File: config.mk
export PLATFORM = sky130hd
export DESIGN_NAME = demux8_stream
export DESIGN_NICKNAME = d
export VERILOG_FILES = /design/src/rtl/demux8_stream.sv
export SDC_FILE = /design/constraint.sdc
export NUM_CORES = 1
export LEC_CHECK = 0
export CORE_AREA = 2 2 39 41
export DETAILED_ROUTE_END_ITERATION = 10
export DIE_AREA = 0 0 41 43
export GPL_ROUTABILITY_DRIVEN = 1
export PLACE_DENSITY = 0.75
export SETUP_SLACK_MARGIN = 0.3
export SLEW_MARGIN = 40
export SYNTH_ARGS = -nofsm -noshare
export SYNTH_HDL_FRONTEND = slang
export SYNTH_SLANG_ARGS = --single-unit
File: constraint.sdc
create_clock -name clk -period 3.5 [get_ports clk]
set_clock_uncertainty 0.2 [all_clocks]
set_input_delay 0.7 -clock clk [delete_from_list [all_inputs] [get_ports clk]]
set_output_delay 0.7 -clock clk [all_outputs]
set_load 0.02 [all_outputs]
File: src/rtl/demux8_stream.sv
// ---------------------------------------------------------------------------
// demux8_stream
//   1:8 valid/ready stream demultiplexer. Each accepted input word is routed
//   to exactly one of eight consumers, chosen by in_sel at accept time, and
//   is presented from a registered output stage (shared data bus plus a
//   one-hot valid vector).
//
// Parameters
//   N          data width of in_data and out_data
//
// Ports
//   clk        system clock, rising edge
//   rst        synchronous active-high reset
//   in_data    input word
//   in_sel     destination channel 0..7 for in_data
//   in_valid   producer presents a word
//   in_ready   block can accept a word this cycle
//   out_data   shared registered data bus
//   out_valid  one-hot valid, bit k = word pending for channel k
//   out_ready  bit k = channel k consumer accepts this cycle
//
// Build option
//   DEMUX8_STREAM_SKID_EN  adds a second (skid) entry and makes in_ready a
//                          register with no combinational path from
//                          out_ready. Undefined: single holding register
//                          with combinational in_ready.
// ---------------------------------------------------------------------------
module demux8_stream #(
    parameter int N = 1
) (
    input  logic         clk,
    input  logic         rst,
    input  logic [N-1:0] in_data,
    input  logic [2:0]   in_sel,
    input  logic         in_valid,
    output logic         in_ready,
    output logic [N-1:0] out_data,
    output logic [7:0]   out_valid,
    input  logic [7:0]   out_ready
);

    // One-hot decode of a channel number.
    function automatic logic [7:0] onehot8(input logic [2:0] sel);
        onehot8 = 8'h01 << sel;
    endfunction

    logic [N-1:0] data_q, data_d;
    logic [2:0]   sel_q, sel_d;
    logic         hold_full_s;
    logic         accept_s;
    logic         drain_s;

    // Only the selected channel's ready can drain the holding register.
    assign drain_s  = hold_full_s && out_ready[sel_q];
    assign accept_s = in_valid && in_ready;

`ifdef DEMUX8_STREAM_SKID_EN

    typedef enum logic [1:0] {
        ST_EMPTY = 2'd0,
        ST_ONE   = 2'd1,
        ST_TWO   = 2'd2
    } state_t;

    state_t       state_q, state_d;
    logic [N-1:0] skid_data_q, skid_data_d;
    logic [2:0]   skid_sel_q, skid_sel_d;
    logic         in_ready_q, in_ready_d;

    assign hold_full_s = (state_q != ST_EMPTY);
    // in_ready_q is left at 1 through reset so the first cycle after release
    // already accepts; rst gating keeps it low while reset is held.
    assign in_ready    = in_ready_q && !rst;

    // Next-state logic: the holding register always carries the oldest word,
    // the skid register the younger one, so channel order is FIFO.
    always_comb begin
        state_d     = state_q;
        data_d      = data_q;
        sel_d       = sel_q;
        skid_data_d = skid_data_q;
        skid_sel_d  = skid_sel_q;
        case (state_q)
            ST_EMPTY: begin
                if (accept_s) begin
                    data_d  = in_data;
                    sel_d   = in_sel;
                    state_d = ST_ONE;
                end else begin
                    state_d = ST_EMPTY;
                end
            end
            ST_ONE: begin
                if (drain_s && accept_s) begin
                    data_d  = in_data;
                    sel_d   = in_sel;
                    state_d = ST_ONE;
                end else if (drain_s) begin
                    state_d = ST_EMPTY;
                end else if (accept_s) begin
                    skid_data_d = in_data;
                    skid_sel_d  = in_sel;
                    state_d     = ST_TWO;
                end else begin
                    state_d = ST_ONE;
                end
            end
            ST_TWO: begin
                // in_ready is low here, so no accept can coincide.
                if (drain_s) begin
                    data_d  = skid_data_q;
                    sel_d   = skid_sel_q;
                    state_d = ST_ONE;
                end else begin
                    state_d = ST_TWO;
                end
            end
            default: begin
                state_d = ST_EMPTY;
            end
        endcase
        in_ready_d = (state_d != ST_TWO);
    end

    // State and storage registers.
    always_ff @(posedge clk) begin
        if (rst) begin
            state_q     <= ST_EMPTY;
            data_q      <= '0;
            sel_q       <= 3'd0;
            skid_data_q <= '0;
            skid_sel_q  <= 3'd0;
            in_ready_q  <= 1'b1;
        end else begin
            state_q     <= state_d;
            data_q      <= data_d;
            sel_q       <= sel_d;
            skid_data_q <= skid_data_d;
            skid_sel_q  <= skid_sel_d;
            in_ready_q  <= in_ready_d;
        end
    end

`else

    logic full_q, full_d;

    assign hold_full_s = full_q;
    // A full register can still accept when its word drains on this edge.
    assign in_ready    = !rst && (!full_q || out_ready[sel_q]);

    // Next-state logic for the single holding register.
    always_comb begin
        full_d = full_q;
        data_d = data_q;
        sel_d  = sel_q;
        if (accept_s) begin
            data_d = in_data;
            sel_d  = in_sel;
            full_d = 1'b1;
        end else if (drain_s) begin
            full_d = 1'b0;
        end else begin
            full_d = full_q;
        end
    end

    // State and storage registers.
    always_ff @(posedge clk) begin
        if (rst) begin
            full_q <= 1'b0;
            data_q <= '0;
            sel_q  <= 3'd0;
        end else begin
            full_q <= full_d;
            data_q <= data_d;
            sel_q  <= sel_d;
        end
    end

`endif

    assign out_valid = hold_full_s ? onehot8(sel_q) : 8'h00;
    assign out_data  = data_q;

endmodule

==> results.yml, run 1 <==
worst_setup_path:
  reg2reg_from: "sel_q[0]$_SDFFE_PP0P_"
  critical_path.max_fanout: 2
  start_kind: "input port"
  r2r-end: "sel_q[2]$_SDFFE_PP0P_"
  required_ns: 2.60
  path_class: "in2out"
  critPathArrivalTime_ns: 2.20
  critPathCaptureType: "primary output"
  reg2reg_setup_slack_ns: 1.44
  r2r_cells: 5
placed_design:
  gp_congestion: 0.840
  io_buffers: 24
  pre_cts_slack_ns: 0.128
  hpwlAfterDp_um: 887
clock_tree:
  hold_buffers: 0
  cts_buffers: 3
  clk_path_buf_depth: 2
  cts_tree: "yes"
  cts_sinks: 5
  clock_latency_ns: 0.24
  h-tree-depth: 1
  postCtsSetupBuffers: 0
  clockRootBuffer: "clkbuf_4"
  clk_pin_slew_worst_paths_ns: 0.05
yosys:
  yosys.area.top_type: "dfxtp_1"
  yosys_register_bits: 5
  syn-num-nets: 66
  syn_avg_cell_area_um2: 8.51
  synth_top_area_frac: 0.231
  syn_inst: 51
  yosys_warnings: 0
  yosysUniqueCellTypes: 21
  netlist_area_um2: 434
  synth_area_leaders: "dfxtp_1 23%, mux4_2 10%, or4b_1 6.9%"
  yosysSeqAreaShare: 0.231
worst_hold_path:
  hold_path_end: "out_data$_SDFFE_PP0P_"
  min_path_cells: 2
  hold_path_class: "reg2reg"
  hold_start: "out_data$_SDFFE_PP0P_"
sta:
  setup_tns_ns: 0
  rsz0062_at_grt: "no"
  worst_pin_slew_ns: 0.405
  fin_ws_ns: 0.397
  period_needed_ns: 3.10
  slew_headroom: 0.730
  period_share: 0.887
  setup_viol: 0
  max_freq_mhz: 322
  slew_viol_final: 0
  hold_viol_final: 0
route:
  wl_per_cell_um: 12.0
  vias_per_cell: 5.37
  drt-total-wl_um: 1110
  drc: 0
  first_iter_violations: 13
  ant_nets: 0
  drtPass1Iterations: 4
  vias: 499
global_routing:
  antenna_found_initial: 0
  groute.usage.overall: 0.148
  grt_pass1_vias: 453
  grt_pass1_wl_um: 1860
  grt.overflow.total: 0
  grt_max_degree: 14
power:
  leakagePower_nw: 0.255
  power.density_nw_per_um2: 325
  irDropWorstVdd_uv: 135
die:
  die_w_um: 41
  ioPinCount: 25
  core_um2: 1380
  die_area_um2: 1760
  num_rows: 14
  die_height_um: 43
  initial_core_util: 0.314
cells_and_area:
  area_growth_syn_to_layout_pct: 63.7
  nNetsFinal: 93
  drive_gt1_frac: 0.104
  n_antenna_cell: 0
run:
  cap_violations: 0
status:
  status: "complete, no violations"
-- registers in the layout (all words and copies together) (netlist names) --
signal,cells
sel_q,3
full_q,1
out_data,1
-- per-stage QoR --
step | cell area (um2) | util | instances | power, W | hold slack [ns]
2_1_floorplan | 434 | - | 51 | 0.000127 | 0.382
3_3_place_gp | 683 | 0.494 | 89 | 0.000163 | 0.303
3_5_place_dp | 683 | 0.494 | 89 | 0.000165 | 0.308
4_1_cts | 709 | 0.513 | 93 | 0.000233 | 0.317
5_1_grt | 711 | 0.514 | 93 | 0.000245 | 0.334
6_report | 711 | 0.514 | 93 | 0.000231 | 0.313
-- logic make-up (layout without fill, tap and decap cells) --
kind of cell,after synthesis,count (layout),share of synthesized area
buffers and inverters,6,32,0.0692
and+or+nand+nor,29,29,0.378
AOI/OAI and AO/OA,7,7,0.107
DFF,5,5,0.231
muxes,4,4,0.216
-- cell usage after synthesis --
cell,count
nand2b_1,2
a31oi_1,3
nand3_1,3
buf_6,1
nand4b_1,2
nor3_1,3
o221ai_1,1
nor2_1,8
or4b_1,3
mux4_1,1
mux2i_4,1
clkbuf_1,2
mux4_2,2
dfxtp_1,5
a2bb2oi_1,1
nand2_1,4
or4_1,1
a21oi_1,2
nor2b_1,1
inv_1,3
nor3b_1,2
-- layout make-up --
type | instances | area (um2)
Timing Repair Buffer | 25 | 248
Multi-Input combinational cell | 40 | 304
Clock inverter | 1 | 5.00
Fill cell | 130 | 673
Sequential cell | 5 | 100
Inverter | 3 | 11.3
Tap cell | 16 | 20.0
Clock buffer | 3 | 22.5
-- cell usage in the layout, fill, tap and decap left out --
cell and n:
clkinv_2 1, nand2b_1 2, clkdlybuf4s15_1 1, a21oi_1 2, nor2_1 8, clkdlybuf4s50_1 23
nand2_1 4, dfxtp_1 5, or4_1 1, nand3_1 3, nor3_1 3, buf_4 1
a2bb2oi_1 1, inv_1 3, nor2b_1 1, o221ai_1 1, or4b_1 3, nor3b_1 2
mux4_1 1, clkbuf_4 3, mux4_2 2, a31oi_1 3, mux2i_4 1, nand4b_1 2
-- routing by layer --
layer  GRT usage  vias to the layer above  share of wire
met5           0                        -              0
met4      0.0600                        0              0
met3           0                        0          0.049
met2       0.259                       23           0.52
met1       0.180                      227           0.42
li1            -                      249              -
-- worst max-delay path, stage by stage --
cell and delay, ns:
clkdlybuf4s50_1 0.43, mux4_2 0.51, mux2i_4 0.17, a21oi_1 0.09, clkdlybuf4s15_1 0.30
-- worst max-delay path by stage --
stage / slack [ns] / from / endpoint / depth (start not counted)
after floorplan: 1.01 / out_ready[7] / in_ready / 3
after global placement: 0.17 / out_ready[7] / in_ready / 5
after detailed placement: 0.13 / out_ready[6] / in_ready / 5
after CTS: 0.35 / out_ready[6] / in_ready / 5
after global routing: 0.31 / out_ready[6] / in_ready / 5
final: 0.40 / out_ready[6] / in_ready / 5
-- power breakdown --
group	leakage, nW	switching (W)	internal [W]
clock network	0.0177	0.0000257	0.0000414
logic	0.196	0.0000371	0.0000506
registers	0.0415	0.0000122	0.0000637
total	0.255	0.0000751	0.000156
-- repair_timing --
| action | CTS | global route |
|---|---|---|
| pin swaps | 0 | 0 |
| resized for setup | 1 | 1 |
| setup endpoints to repair | 1 | 1 |
| hold endpoints to repair | 0 | 0 |
Power figures use the tool's default switching activity.
==> run 2: changes to the inputs <==
--- a/config.mk
+++ b/config.mk
@@ -5,6 +5,7 @@
 export SDC_FILE = /design/constraint.sdc
 export NUM_CORES = 1
 export LEC_CHECK = 0
+export ABC_AREA = 1
 export CORE_AREA = 2 2 39 41
 export DETAILED_ROUTE_END_ITERATION = 10
 export DIE_AREA = 0 0 41 43
==> results.yml, run 2 <==
yosys:
  yosys_register_bits: 5
  synth-async-reset-ratio: 0
  synth_most_common_cell: "nand2_1"
  synth_edf_count: 0
  synth_common_cells: "17 x nand2_1, 16 x nor2_1, 13 x inv_1, 6 x nand3_1, 5 x dfxtp_1"
  syn_inst: 72
  yosysSeqAreaShare: 0.237
  netlist_area_um2: 423
  syn-num-nets: 87
  synth_area_leaders: "dfxtp_1 24%, nand2_1 15%, nor2_1 14%"
  yosysUniqueCellTypes: 14
  yosys_warnings: 0
  yosys.area.top_type: "dfxtp_1"
  synth_ff_type: "dfxtp_1"
  synth_top_area_frac: 0.237
  syn_avg_cell_area_um2: 5.87
clock_tree:
  hold_buffers: 0
  postCtsSetupBuffers: 0
  cts_resized: 0
  cts_sinks: 5
  clock_latency_ns: 0.24
  clockRootBuffer: "clkbuf_4"
  h-tree-depth: 1
  clk_path_buf_depth: 2
  clk_pin_slew_worst_paths_ns: 0.04
  cts_tree: "yes"
  cts_buffers: 3
global_routing:
  grt_max_degree: 7
  grt-busiest-layer: "met2"
  grt_pass1_wl_um: 1800
  grt_use_met1: 0.184
  grt_pass1_vias: 483
  grt.overflow.total: 0
  use_met2: 0.225
  grt.met3_usage: 0.0524
  groute.usage.overall: 0.146
  antenna_found_initial: 0
cells_and_area:
  area_growth_syn_to_layout_pct: 68.3
  nNetsFinal: 116
  largest_reg_flops: 3
  mostFrequentLayoutCells: "23 x clkdlybuf4s50_1, 17 x nand2_1, 16 x nor2_1, 13 x inv_1, 6 x nand3_1"
  top_register: "sel_q"
  nFillCells: 158
  seqCellArea_um2: 100
  final_common_cell: "clkdlybuf4s50_1"
  n_antenna_cell: 0
  drive_gt1_frac: 0.130
  multi_input_area_um2: 270
sta:
  hold_viol_final: 0
  rsz0062_at_grt: "no"
  slew_viol_final: 0
  slew_headroom: 0.849
  period_needed_ns: 2.79
  period_share: 0.797
  setup_viol: 0
  worst_pin_slew_ns: 0.227
  setup_tns_ns: 0
  max_freq_mhz: 358
power:
  power_w: 0.000209
  combPwrFrac: 0.362
  leakagePower_nw: 0.367
  seqPwrFrac: 0.322
  irDropWorstVdd_uv: 180
  power.density_nw_per_um2: 294
  sw_frac_of_total: 0.319
  clockPowerShare: 0.316
  internal_power_w: 0.000142
  power_switching_w: 0.0000666
worst_setup_path:
  r2r_cells: 7
  critPathArrivalTime_ns: 1.89
  start_kind: "input port"
  reg2reg_setup_slack_ns: 2.06
  critical_path.max_fanout: 2
  critPathCaptureType: "primary output"
  r2r-end: "sel_q[0]$_SDFFE_PP0P_"
  path_class: "in2out"
  required_ns: 2.60
  reg2reg_from: "sel_q[0]$_SDFFE_PP0P_"
die:
  ioPinCount: 25
  initial_core_util: 0.306
  die_area_um2: 1760
  die_w_um: 41
  core_um2: 1380
  num_rows: 14
  die_height_um: 43
worst_hold_path:
  hold_start: "out_data$_SDFFE_PP0P_"
  hold_path_end: "out_data$_SDFFE_PP0P_"
  min_path_cells: 4
  hold_path_class: "reg2reg"
route:
  vias: 533
  wl_per_cell_um: 9.09
  drt-total-wl_um: 1060
  drtPass1Iterations: 4
  ant_nets: 0
  first_iter_violations: 7
  drc: 0
  vias_per_cell: 4.59
status:
  status: "complete, no violations"
placed_design:
  hpwlAfterDp_um: 899
  gp_congestion: 0.747
  io_buffers: 24
run:
  cap_violations: 0
## run 2: layout make-up
cell class,instances,area share
multi-input cells,53,0.380
repair buffers,24,0.341
flip-flops and latches,5,0.141
inverters,14,0.0738
clock buffers,4,0.0369
well taps,16,0.0281
## run 2: per-stage QoR
step	cell area, um2	cells	hold slack (ns)	util	worst slack [ns]
after floorplan	423	72	0.305	-	1.24
after global placement	683	112	0.310	0.494	0.325
after detailed placement	683	112	0.320	0.494	0.307
after CTS	709	116	0.332	0.513	0.307
after global routing	712	116	0.391	0.514	0.585
final	712	116	0.323	0.514	0.709
## run 2: how the worst max path moves through the flow
stage,startpoint,endpoint,slack [ns],depth (start not counted)
5_1_grt,out_ready[3],in_ready,0.58,8
3_3_place_gp,out_ready[3],in_ready,0.32,8
3_5_place_dp,out_ready[3],in_ready,0.31,8
6_report,out_ready[3],in_ready,0.71,8
2_1_floorplan,out_ready[3],in_ready,1.24,6
4_1_cts,out_ready[3],in_ready,0.31,8
## run 2: power by group through the flow
stage | Combinational (W) | Sequential [W] | Clock (W)
floorplan | 0.0000430 | 0.0000687 | 0
global placement | 0.0000757 | 0.0000683 | 0
detailed placement | 0.0000764 | 0.0000684 | 0
CTS | 0.0000771 | 0.0000674 | 0.0000676
global route | 0.0000848 | 0.0000682 | 0.0000699
finish | 0.0000758 | 0.0000673 | 0.0000660
## run 2: routing by layer
layer	vias up	wire length [um]
met5	-	0
met4	0	9
met3	2	86
met2	21	525
met1	231	434
li1	279	-
## run 2: critical path: stages
cell             delay [ns]
clkdlybuf4s50_1        0.45
inv_1                  0.04
o21ai_2                0.18
inv_2                  0.06
nand3b_4               0.08
nand2_1                0.07
nor2_1                 0.08
dlymetal6s2s_1         0.23
## run 2: logic make-up after synthesis
family                 synth area share
buffers and inverters             0.124
flip-flops                        0.237
AND/OR/NAND/NOR                   0.586
AO/OA/AOI/OAI                    0.0533
